### config.mk
export PLATFORM = sky130hd
export DESIGN_NAME = regfile_sequencer
export DESIGN_NICKNAME = d
export VERILOG_FILES = /design/src/rtl/regfile_sequencer.sv
export SDC_FILE = /design/constraint.sdc
export NUM_CORES = 1
export LEC_CHECK = 0
export ABC_CLOCK_PERIOD_IN_PS = 2900
export CAP_MARGIN = 20
export CORE_MARGIN = 1.5
export CORE_UTILIZATION = 30
export CTS_BUF_LIST = sky130_fd_sc_hd__clkbuf_2 sky130_fd_sc_hd__clkbuf_4 sky130_fd_sc_hd__clkbuf_8
export DETAILED_ROUTE_END_ITERATION = 8
export SKIP_LAST_GASP = 1
export SLEW_MARGIN = 20
export SYNTH_ARGS = -nofsm -noshare
export SYNTH_HDL_FRONTEND = slang
export SYNTH_SLANG_ARGS = --single-unit
### constraint.sdc
create_clock -name clock -period 2.9 [get_ports clock]
set_input_delay 0.58 -clock clock [delete_from_list [all_inputs] [get_ports clock]]
set_output_delay 0.58 -clock clock [all_outputs]
set_load 0.02 [all_outputs]
### src/rtl/regfile_sequencer.sv
// Command sequencer for a write-enable-less register file: turns LOAD/MOV/READ/SWAP
// commands into per-cycle read/write/din drive, recirculating on every non-write cycle.
module regfile_sequencer #(
  parameter int WIDTH = 8,
  parameter int AW    = 3
) (
  input  logic             clock,
  input  logic             reset,
  input  logic             cmd_valid,
  output logic             cmd_ready,
  input  logic [1:0]       cmd_op,
  input  logic [AW-1:0]    cmd_rd,
  input  logic [AW-1:0]    cmd_rs,
  input  logic [WIDTH-1:0] cmd_imm,
  output logic             rsp_valid,
  input  logic             rsp_ready,
  output logic [WIDTH-1:0] rsp_data,
  output logic             busy,
  output logic [AW-1:0]    rf_read,
  output logic [AW-1:0]    rf_write,
  output logic [WIDTH-1:0] rf_din,
  input  logic [WIDTH-1:0] rf_dout
);

  localparam logic [2:0] IDLE  = 3'd0;
  localparam logic [2:0] EXEC  = 3'd1;
  localparam logic [2:0] SWAP2 = 3'd2;
  localparam logic [2:0] SWAP3 = 3'd3;
  localparam logic [2:0] RESP  = 3'd4;

  localparam logic [1:0] OP_LOAD = 2'b00;
  localparam logic [1:0] OP_MOV  = 2'b01;
  localparam logic [1:0] OP_READ = 2'b10;
  localparam logic [1:0] OP_SWAP = 2'b11;

  logic [2:0]       state;
  logic [2:0]       state_next;
  logic [1:0]       op;
  logic [AW-1:0]    rd;
  logic [AW-1:0]    rs;
  logic [WIDTH-1:0] imm;
  logic [WIDTH-1:0] temp;
  logic             accept;

  assign cmd_ready = reset && (state == IDLE);
  assign busy      = (state != IDLE);
  assign accept    = cmd_valid && cmd_ready;

  // Register-file drive and next state; default is recirculate register 0
  always_comb begin
    rf_read    = {AW{1'b0}};
    rf_write   = {AW{1'b0}};
    rf_din     = rf_dout;
    state_next = state;
    case (state)
      IDLE: begin
        if (accept) begin
          state_next = EXEC;
        end else begin
          state_next = IDLE;
        end
      end
      EXEC: begin
        case (op)
          OP_LOAD: begin
            rf_read    = rd;
            rf_write   = rd;
            rf_din     = imm;
            state_next = IDLE;
          end
          OP_MOV: begin
            rf_read    = rs;
            rf_write   = rd;
            state_next = IDLE;
          end
          OP_READ: begin
            rf_read    = rs;
            rf_write   = rs;
            state_next = RESP;
          end
          OP_SWAP: begin
            rf_read    = rs;
            rf_write   = rs;
            state_next = SWAP2;
          end
          default: begin
            state_next = IDLE;
          end
        endcase
      end
      SWAP2: begin
        rf_read    = rd;
        rf_write   = rs;
        state_next = SWAP3;
      end
      SWAP3: begin
        rf_read    = rd;
        rf_write   = rd;
        rf_din     = temp;
        state_next = IDLE;
      end
      RESP: begin
        if (rsp_ready) begin
          state_next = IDLE;
        end else begin
          state_next = RESP;
        end
      end
      default: begin
        state_next = IDLE;
      end
    endcase
  end

  // State, command capture, swap temporary and response registers
  always_ff @(posedge clock or negedge reset) begin
    if (!reset) begin
      state     <= IDLE;
      op        <= 2'b00;
      rd        <= {AW{1'b0}};
      rs        <= {AW{1'b0}};
      imm       <= {WIDTH{1'b0}};
      temp      <= {WIDTH{1'b0}};
      rsp_valid <= 1'b0;
      rsp_data  <= {WIDTH{1'b0}};
    end else begin
      state <= state_next;
      if (accept) begin
        op  <= cmd_op;
        rd  <= cmd_rd;
        rs  <= cmd_rs;
        imm <= cmd_imm;
      end
      if ((state == EXEC) && (op == OP_READ)) begin
        rsp_data  <= rf_dout;
        rsp_valid <= 1'b1;
      end else if ((state == RESP) && rsp_ready) begin
        rsp_valid <= 1'b0;
      end
      if ((state == EXEC) && (op == OP_SWAP)) begin
        temp <= rf_dout;
      end
    end
  end

endmodule

==> impl_metrics.tcl, run 1 <==
set metrics [dict create \
    final_cell_mix "clkdlybuf4s50_1 (51), dfrtp_1 (35), mux2_2 (23), and2_1 (12), mux2_4 (9)" \
    p_int_mw 1.69 \
    yosys_register_bits 36 \
    core_region_area_mm2 0.00561 \
    synth.top_cell.area_share_pct 50.9 \
    clkLatencyLatePin_ps 290 \
    synth_async_sr_flop_share_pct 100 \
    grt_pass1_wl_um 7170 \
    io_pins 53 \
    setup_viol 0 \
    critPathRequiredTime_ps 2320 \
    postCtsSetupBuffers 0 \
    cap_violations 0 \
    ant_nets 0 \
    root_buffer "clkbuf_8" \
    cts.sinks 36 \
    die_area_mm2 0.00637 \
    rsz0062_at_grt "no" \
    netlist_area_mm2 0.00177 \
    synth-main-ff-cell "dfrtp_1" \
    yosys_warnings 0 \
    worstSetupStartpointType "register" \
    status "finished clean" \
    synth-edff-count 0 \
    synth.yosys.seq_area_share_pct 50.9 \
    vias_per_cell 4.94 \
    finalInstanceArea_mm2 0.00247 \
    clk_pin_slew_ps 70 \
    diodes 0 \
    end_kind "output pin" \
    synth_top_cell_by_area "dfrtp_1" \
    filler_cell_count 549 \
    period_needed_ps 2720 \
    firstDrtPassIters 4 \
    synth_cell_type_count 31 \
    drt_iter0_drc 45 \
    fin_crit_sh_pct 93.8 \
    worst_pin_slew_ps 555 \
    syn_avg_cell_area_um2 13.1 \
    rows 27 \
    start_util_pct 31.5 \
    clkPwrFrac_pct 14.2 \
    final_common_cell "clkdlybuf4s50_1" \
    swShare_pct 36.6 \
    crit_fanout 8 \
    grt_pass1_vias 1411 \
    chipHeight_um 79.8 \
    synth_nets 163 \
    placed_cells 256 \
    hold_violations 0 \
    postSynthCellCount 135 \
    finClkSkew_ps 4.90 \
    p_leak_nw 1.05 \
    area_delta_synth_final_pct 39.6 \
    tns_ps 0 \
    grt_max_degree 38 \
    pwr-share-seq_pct 35.5 \
    p_sw_uw 979 \
    dpl.hpwl_um 3000 \
    fin_nets 219 \
    portBuffers 52 \
    maxSlewViolCount 0 \
    wirelength_um 4310 \
    gp_congestion 0.801 \
    dieWidth_um 79.8 \
    fin_cells 264 \
    power_density_mw_per_mm2 1080 \
    cts_tree "built" \
    fmax_mhz 367 \
    wl_per_cell_um 16.3 \
    drc 0 \
    peakVddDrop_mv 0.441 \
    relSlewSlack_pct 63.0 \
    crit_arrival_ps 2140 \
    place_area_mm2 0.00236 \
    numCtsBuffers 5 \
    ys_top_cells_by_area "dfrtp_1 (51%), mux2_2 (15%), mux2_4 (7.6%)" \
    cts_max_level 2 \
    vias 1305 \
    comb_power_share_pct 50.3 \
    grt_use_total_pct 15.0 \
    drive_gt1_share_pct 28.1 \
    ctsLongestPathBuffers 2 \
    hold_path_class "in2async" \
    grt_overflow_total 0 \
    crit_type "reg2out" \
    antenna_found_initial 0 \
]
==> state kept, by name, summed over array words and instances, names as in the netlist <==
signal	flops
imm	8
rsp_data	8
temp	8
rd	3
rs	3
state	3
op	2
rsp_valid	1
==> synthesized netlist by cell type, types with 2 or more instances <==
cell type	number
a21oi_1	3
a221o_1	8
a31oi_1	3
and2_1	12
buf_2	2
clkbuf_1	2
dfrtp_1	36
inv_1	4
mux2_2	23
mux2_4	9
nand2_1	3
nand2b_1	4
nand4b_1	3
nor2_1	3
nor2b_1	2
o32ai_1	3
==> routing by layer <==
metal  GRT usage [%]  up-vias  routed length (um)
met5               0        -                   0
met4            4.66        0                  68
met3            5.14        8                 285
met2            24.3       46                2060
met1            18.7      641                1890
li1                -      610                   -
==> worst max-delay path, stage by stage (launching register included) <==
cell             delay, ps
dfrtp_1                440
nor2_2                 250
and3_2                 370
a221o_1                200
clkdlybuf4s50_1        600
==> logic make-up (layout without fill, tap and decap cells) <==
logic type,Yosys count,count (layout),share of synthesized area [%]
flops,36,36,50.9
simple gates,36,36,14.3
mux,33,33,22.8
compound gates,20,20,9.05
buf+inv,10,67,2.90
==> timing repair <==
action / in CTS / in global routing
hold buffers: 0 / 0
endpoints found under the hold margin: 0 / 0
setup endpoints to repair: 8 / 8
resized for setup: 2 / 3
==> path summary, 6_finish.rpt <==
check                                     from                       to  slack (ps)  depth (start not counted)
setup / recovery             op[1]$_DFFE_PN0P_                rf_din[6]         180                          4
hold / removal                           reset       imm[4]$_DFFE_PN0P_         360                          2
setup reg to reg            state[1]$_DFF_PN0_  rsp_data[4]$_DFFE_PN0P_        1130                          3
hold reg to reg            temp[1]$_DFFE_PN0P_      temp[1]$_DFFE_PN0P_         500                          1
max in group asynchronous                reset       state[1]$_DFF_PN0_        2190                          2
min in group clock         temp[1]$_DFFE_PN0P_      temp[1]$_DFFE_PN0P_         500                          1
==> final cells by class <==
class                           instances  area [um^2]  share of cell area [%]
Clock buffer                            7         90.1                    3.65
Clock inverter                          1         7.51                   0.304
Inverter                                4         15.0                   0.608
Multi-Input combinational cell         89          827                    33.5
Sequential cell                        36          902                    36.5
Tap cell                               72         90.1                    3.65
Timing Repair Buffer                   55          538                    21.8
==> power groups by stage <==
| stage | registers (mW) | clock network [mW] | logic, mW |
|---|---|---|---|
| 3_3_place_gp | 0.935 | 0 | 1.31 |
| 5_1_grt | 0.990 | 0.414 | 1.45 |
| 6_report | 0.949 | 0.379 | 1.34 |
| 3_5_place_dp | 0.955 | 0 | 1.34 |
| 2_1_floorplan | 0.973 | 0 | 0.781 |
| 4_1_cts | 0.947 | 0.390 | 1.36 |
==> per-stage QoR <==
step                      setup slack, ps  power [mW]  hold WS (ps)  utilization (%)
final                                 179        2.67           359             44.0
after global routing                 90.6        2.86           406             44.0
after CTS                            28.2        2.70           374             43.9
after detailed placement              226        2.30           489             42.1
after global placement                295        2.25           479             42.1
after floorplan                       964        1.75           284                -
Note: power is estimated with default switching activity, not from simulation.
==> inputs of run 2 (changes only) <==
CTS_BUF_LIST = unset   (was sky130_fd_sc_hd__clkbuf_2 sky130_fd_sc_hd__clkbuf_4 sky130_fd_sc_hd__clkbuf_8)
SLEW_MARGIN = 10   (was 20)
==> run 2 against run 1 <==
Against the previous run:
- clock power down 2%
- critical path type unchanged
- critical path depth unchanged
- cell count did not move
- maximum frequency decreased by 0.11%
- combinational power is essentially flat
- register-to-register slack about the same
==> impl_metrics.tcl, run 2 (synthesized netlist as in run 1, its figures left out) <==
set metrics [dict create \
    gp_congestion 0.801 \
    rsz0062_at_grt "no" \
    vias 1305 \
    fin_cells 264 \
    chipHeight_um 79.8 \
    vias_per_cell 4.94 \
    peakVddDrop_mv 0.441 \
    hold_path_class "in2async" \
    clkLatencyLatePin_ps 290 \
    diodes 0 \
    hold_violations 0 \
    regArea_um2 902 \
    end_kind "output pin" \
    numCtsBuffers 5 \
    start_util_pct 31.5 \
    grt_overflow_total 0 \
    reg2reg_to "rsp_data[0]$_DFFE_PN0P_" \
    core_region_area_mm2 0.00561 \
    postCtsSetupBuffers 0 \
    r2r_start "state[1]$_DFF_PN0_" \
    period_needed_ps 2720 \
    portBuffers 52 \
    worst_pin_slew_ps 558 \
    dpl.hpwl_um 3000 \
    grt_pass1_wl_um 7250 \
    cts_tree "built" \
    filler_cell_count 551 \
    firstDrtPassIters 4 \
    grt_max_degree 38 \
    worst-r2r-cell-count 3 \
    antenna_found_initial 0 \
    root_buffer "clkbuf_8" \
    final_common_cell "clkdlybuf4s50_1" \
    wirelength_um 4350 \
    finClkSkew_ps 4.47 \
    endpoint "rf_din[5]" \
    placed_cells 256 \
    area_delta_synth_final_pct 39.4 \
    maxSlewViolCount 0 \
    rows 27 \
    cp-startpoint "op[1]$_DFFE_PN0P_" \
    critPathRequiredTime_ps 2320 \
    crit_type "reg2out" \
    total_power_mw 2.67 \
    fmax_mhz 367 \
    fin_hold_ws_ps 355 \
    p_leak_nw 1.05 \
    grt_pass1_vias 1422 \
    reg2reg_slack_ps 1130 \
    reg_top3 "imm (8), rsp_data (8), temp (8)" \
    drc 0 \
    crit_arrival_ps 2140 \
    fin_nets 219 \
    final_core_util_pct 44.0 \
    relSlewSlack_pct 62.7 \
    dieWidth_um 79.8 \
    crit_fanout 8 \
    post-place-ws_ps 226 \
    drt_iter0_drc 53 \
    ctsLongestPathBuffers 2 \
    fin_ws_ps 176 \
    ctsHoldBuffers 0 \
    io_pins 53 \
    cts.sinks 36 \
    setup_viol 0 \
    worstSetupStartpointType "register" \
    power_density_mw_per_mm2 1080 \
    place_area_mm2 0.00236 \
    cts_max_level 2 \
    final_cell_mix "clkdlybuf4s50_1 (51), dfrtp_1 (35), mux2_2 (23), and2_1 (12), mux2_4 (9)" \
    drive_gt1_share_pct 27.6 \
    fin_crit_sh_pct 93.9 \
    die_area_mm2 0.00637 \
    finalInstanceArea_mm2 0.00247 \
    tns_ps 0 \
    wl_per_cell_um 16.5 \
    cap_violations 0 \
    grt_use_total_pct 15.2 \
    status "finished clean" \
    clk_pin_slew_ps 70 \
    multiInputGateArea_um2 827 \
    ant_nets 0 \
]
## run 2: cell counts in the layout (fill, tap and decap cells not counted)
No cell type changed its count.
## run 2: metal layers
layer  GRT usage (%)  wire length, um  vias to the layer above
met2            24.9             2110                       44
met4            4.66               68                        0
met3            5.14              284                        8
met5               0                0                        -
li1                -                -                      608
met1            18.8             1890                      645
## run 2: area by class of cell
cell class | instances | area share, %
Timing Repair Buffer | 55 | 21.8
Inverter | 4 | 0.609
Sequential cell | 36 | 36.6
Clock buffer | 7 | 3.50
Clock inverter | 1 | 0.304
Multi-Input combinational cell | 89 | 33.5
Tap cell | 72 | 3.65
## run 2: worst min path at each step
stage	start	to	slack, ps	depth (start not counted)
finish	reset	imm[4]$_DFFE_PN0P_	360	2
global route	reset	imm[4]$_DFFE_PN0P_	410	2
CTS	reset	imm[4]$_DFFE_PN0P_	370	2
detailed placement	temp[1]$_DFFE_PN0P_	temp[1]$_DFFE_PN0P_	490	1
global placement	temp[6]$_DFFE_PN0P_	temp[6]$_DFFE_PN0P_	480	1
floorplan	reset	imm[0]$_DFFE_PN0P_	280	0
## run 2: what timing repair did
| item | in CTS | in global routing |
|---|---|---|
| gates resized for setup | 2 | 3 |
| cloned | 0 | 0 |
| setup endpoints to repair | 8 | 8 |
## run 2: worst max-delay path, cell delays in order (launching register included)
cell             delay [ps]
dfrtp_1                 440
nor2_2                  250
and3_2                  370
a221o_1                 200
clkdlybuf4s50_1         600
## run 2: where the power goes
group	leakage, nW	switching [mW]	internal (mW)
registers	0.428	0.194	0.756
logic	0.574	0.610	0.735
clock network	0.0445	0.178	0.193
==> inputs of run 3 (changes only) <==
ABC_CLOCK_PERIOD_IN_PS = 2400   (was 2900)
clock period = 2.4 ns   (was 2.9 ns; I/O delays follow)
==> run 3 against run 2 <==
Against the previous run:
- hold slack worse by 58 ps
- via count is 3.0% higher
- final area is 3.6% higher
- critical path type unchanged
- highest routed layer unchanged
==> impl_metrics.tcl, run 3 (synthesized netlist as in run 1, its figures left out) <==
set metrics [dict create \
    comb_power_share_pct 52.4 \
    filler_cell_count 544 \
    cts_tree "built" \
    final_cell_mix "clkdlybuf4s50_1 (36), dfrtp_1 (35), mux2_2 (23), and2_1 (12), buf_4 (11)" \
    fmax_mhz 440 \
    fin_hold_ws_ps 297 \
    ant_nets 0 \
    p_sw_mw 1.20 \
    cap_violations 0 \
    crit_arrival_ps 1790 \
    period_needed_ps 2270 \
    root_buffer "clkbuf_8" \
    start_util_pct 31.5 \
    post-place-ws_ps -37.3 \
    clkLatencyLatePin_ps 280 \
    drc 0 \
    final_common_cell "clkdlybuf4s50_1" \
    placed_cells 264 \
    worstSetupStartpointType "register" \
    die_area_mm2 0.00637 \
    relSlewSlack_pct 61.6 \
    power_density_mw_per_mm2 1280 \
    antenna_found_initial 0 \
    grt_use_total_pct 15.1 \
    hold_path_class "in2async" \
    peakVddDrop_mv 0.506 \
    swShare_pct 36.8 \
    clk_pin_slew_ps 60 \
    hold_violations 0 \
    io_pins 53 \
    fin_cells 272 \
    area_delta_synth_final_pct 44.4 \
    fin_ws_ps 127 \
    firstDrtPassIters 4 \
    tns_ps 0 \
    crit_type "reg2out" \
    critPathRequiredTime_ps 1920 \
    grt_pass1_wl_um 7240 \
    vias_per_cell 4.94 \
    status "finished clean" \
    ctsLongestPathBuffers 2 \
    p_int_mw 2.07 \
    drt_iter0_drc 70 \
    grt_overflow_total 0 \
    dieWidth_um 79.8 \
    p_leak_nw 1.21 \
    setup_viol 0 \
    cts_max_level 2 \
    numCtsBuffers 5 \
    wirelength_um 4390 \
    grt_pass1_vias 1413 \
    maxSlewViolCount 0 \
    vias 1344 \
    worst_pin_slew_ps 575 \
    chipHeight_um 79.8 \
    crit_fanout 9 \
    portBuffers 52 \
    cts.sinks 36 \
    reg_top3 "imm (8), rsp_data (8), temp (8)" \
    drive_gt1_share_pct 30.5 \
    fin_nets 227 \
    ctsHoldBuffers 0 \
    pwr-share-seq_pct 34.1 \
    gp_congestion 0.756 \
    diodes 0 \
    rsz0062_at_grt "no" \
    grt_max_degree 37 \
    wl_per_cell_um 16.1 \
    dpl.hpwl_um 3020 \
    core_region_area_mm2 0.00561 \
    finClkSkew_ps 7.70 \
    rows 27 \
    fin_crit_sh_pct 94.7 \
    clkPwrFrac_pct 13.5 \
    end_kind "output pin" \
]
## run 3: changes by cell type in the layout (fill, tap and decap cells not counted)
cell	previous run	this run
clkdlybuf4s50_1	51	36
dlymetal6s2s_1	0	10
buf_4	3	11
dlygate4sd2_1	0	5
and3_2	1	0
and3_4	0	1
and3b_1	1	0
and3b_2	0	1
nor2_1	1	2
nor2_2	2	1
o21ai_2	1	0
o21ai_4	0	1
## run 3: timing repair
item	CTS	global route
setup buffers	0	0
setup endpoints to repair	13	10
gates resized for setup	9	13
hold endpoints to repair	0	0
## run 3: final timing paths
check / endpoint / depth (start not counted) / slack, ps / startpoint
max: rf_write[2] / 5 / 130 / state[1]$_DFF_PN0_
max in group asynchronous: state[1]$_DFF_PN0_ / 2 / 1750 / reset
max reg2reg: rsp_data[4]$_DFFE_PN0P_ / 4 / 550 / state[2]$_DFF_PN0_
min in group clock: temp[0]$_DFFE_PN0P_ / 1 / 500 / temp[0]$_DFFE_PN0P_
min: op[1]$_DFFE_PN0P_ / 2 / 300 / reset
min reg2reg: temp[0]$_DFFE_PN0P_ / 1 / 500 / temp[0]$_DFFE_PN0P_
## run 3: area by class of cell
type                       count  area, um^2  area share [%]
clock inverter                 1        7.51           0.294
tap                           72        90.1            3.53
sequential                    36         902            35.3
inverter                       4        15.0           0.588
timing repair buffer          63         617            24.1
clock buffer                   7        86.3            3.38
multi-input combinational     89         837            32.8
## run 3: metal layers
metal  vias to the layer above  GRT usage (%)  part of all wire (%)
li1                        622              -                     -
met4                         0           3.62                  0.87
met2                        56           24.7                    48
met1                       662           19.7                    44
met5                         -              0                     0
met3                         4           4.23                   6.7
## run 3: critical path: stages, from the launching register on
cell	delay, ps
dfrtp_2	450
buf_4	170
nor2b_1	120
mux2i_1	130
o32ai_1	260
dlygate4sd2_1	370
## run 3: metrics by stage
step	cell area, um^2	power [mW]	utilization, %
2_1_floorplan	1770	2.12	-
3_3_place_gp	2420	2.81	43.2
3_5_place_dp	2420	2.87	43.2
4_1_cts	2520	3.31	44.9
5_1_grt	2550	3.49	45.6
6_report	2550	3.27	45.6
## run 3: power groups by stage
stage	clock network, mW	registers [mW]	logic (mW)
after floorplan	0	1.18	0.943
after global placement	0	1.09	1.72
after detailed placement	0	1.11	1.75
after CTS	0.457	1.11	1.74
after global routing	0.493	1.15	1.85
final	0.441	1.12	1.72
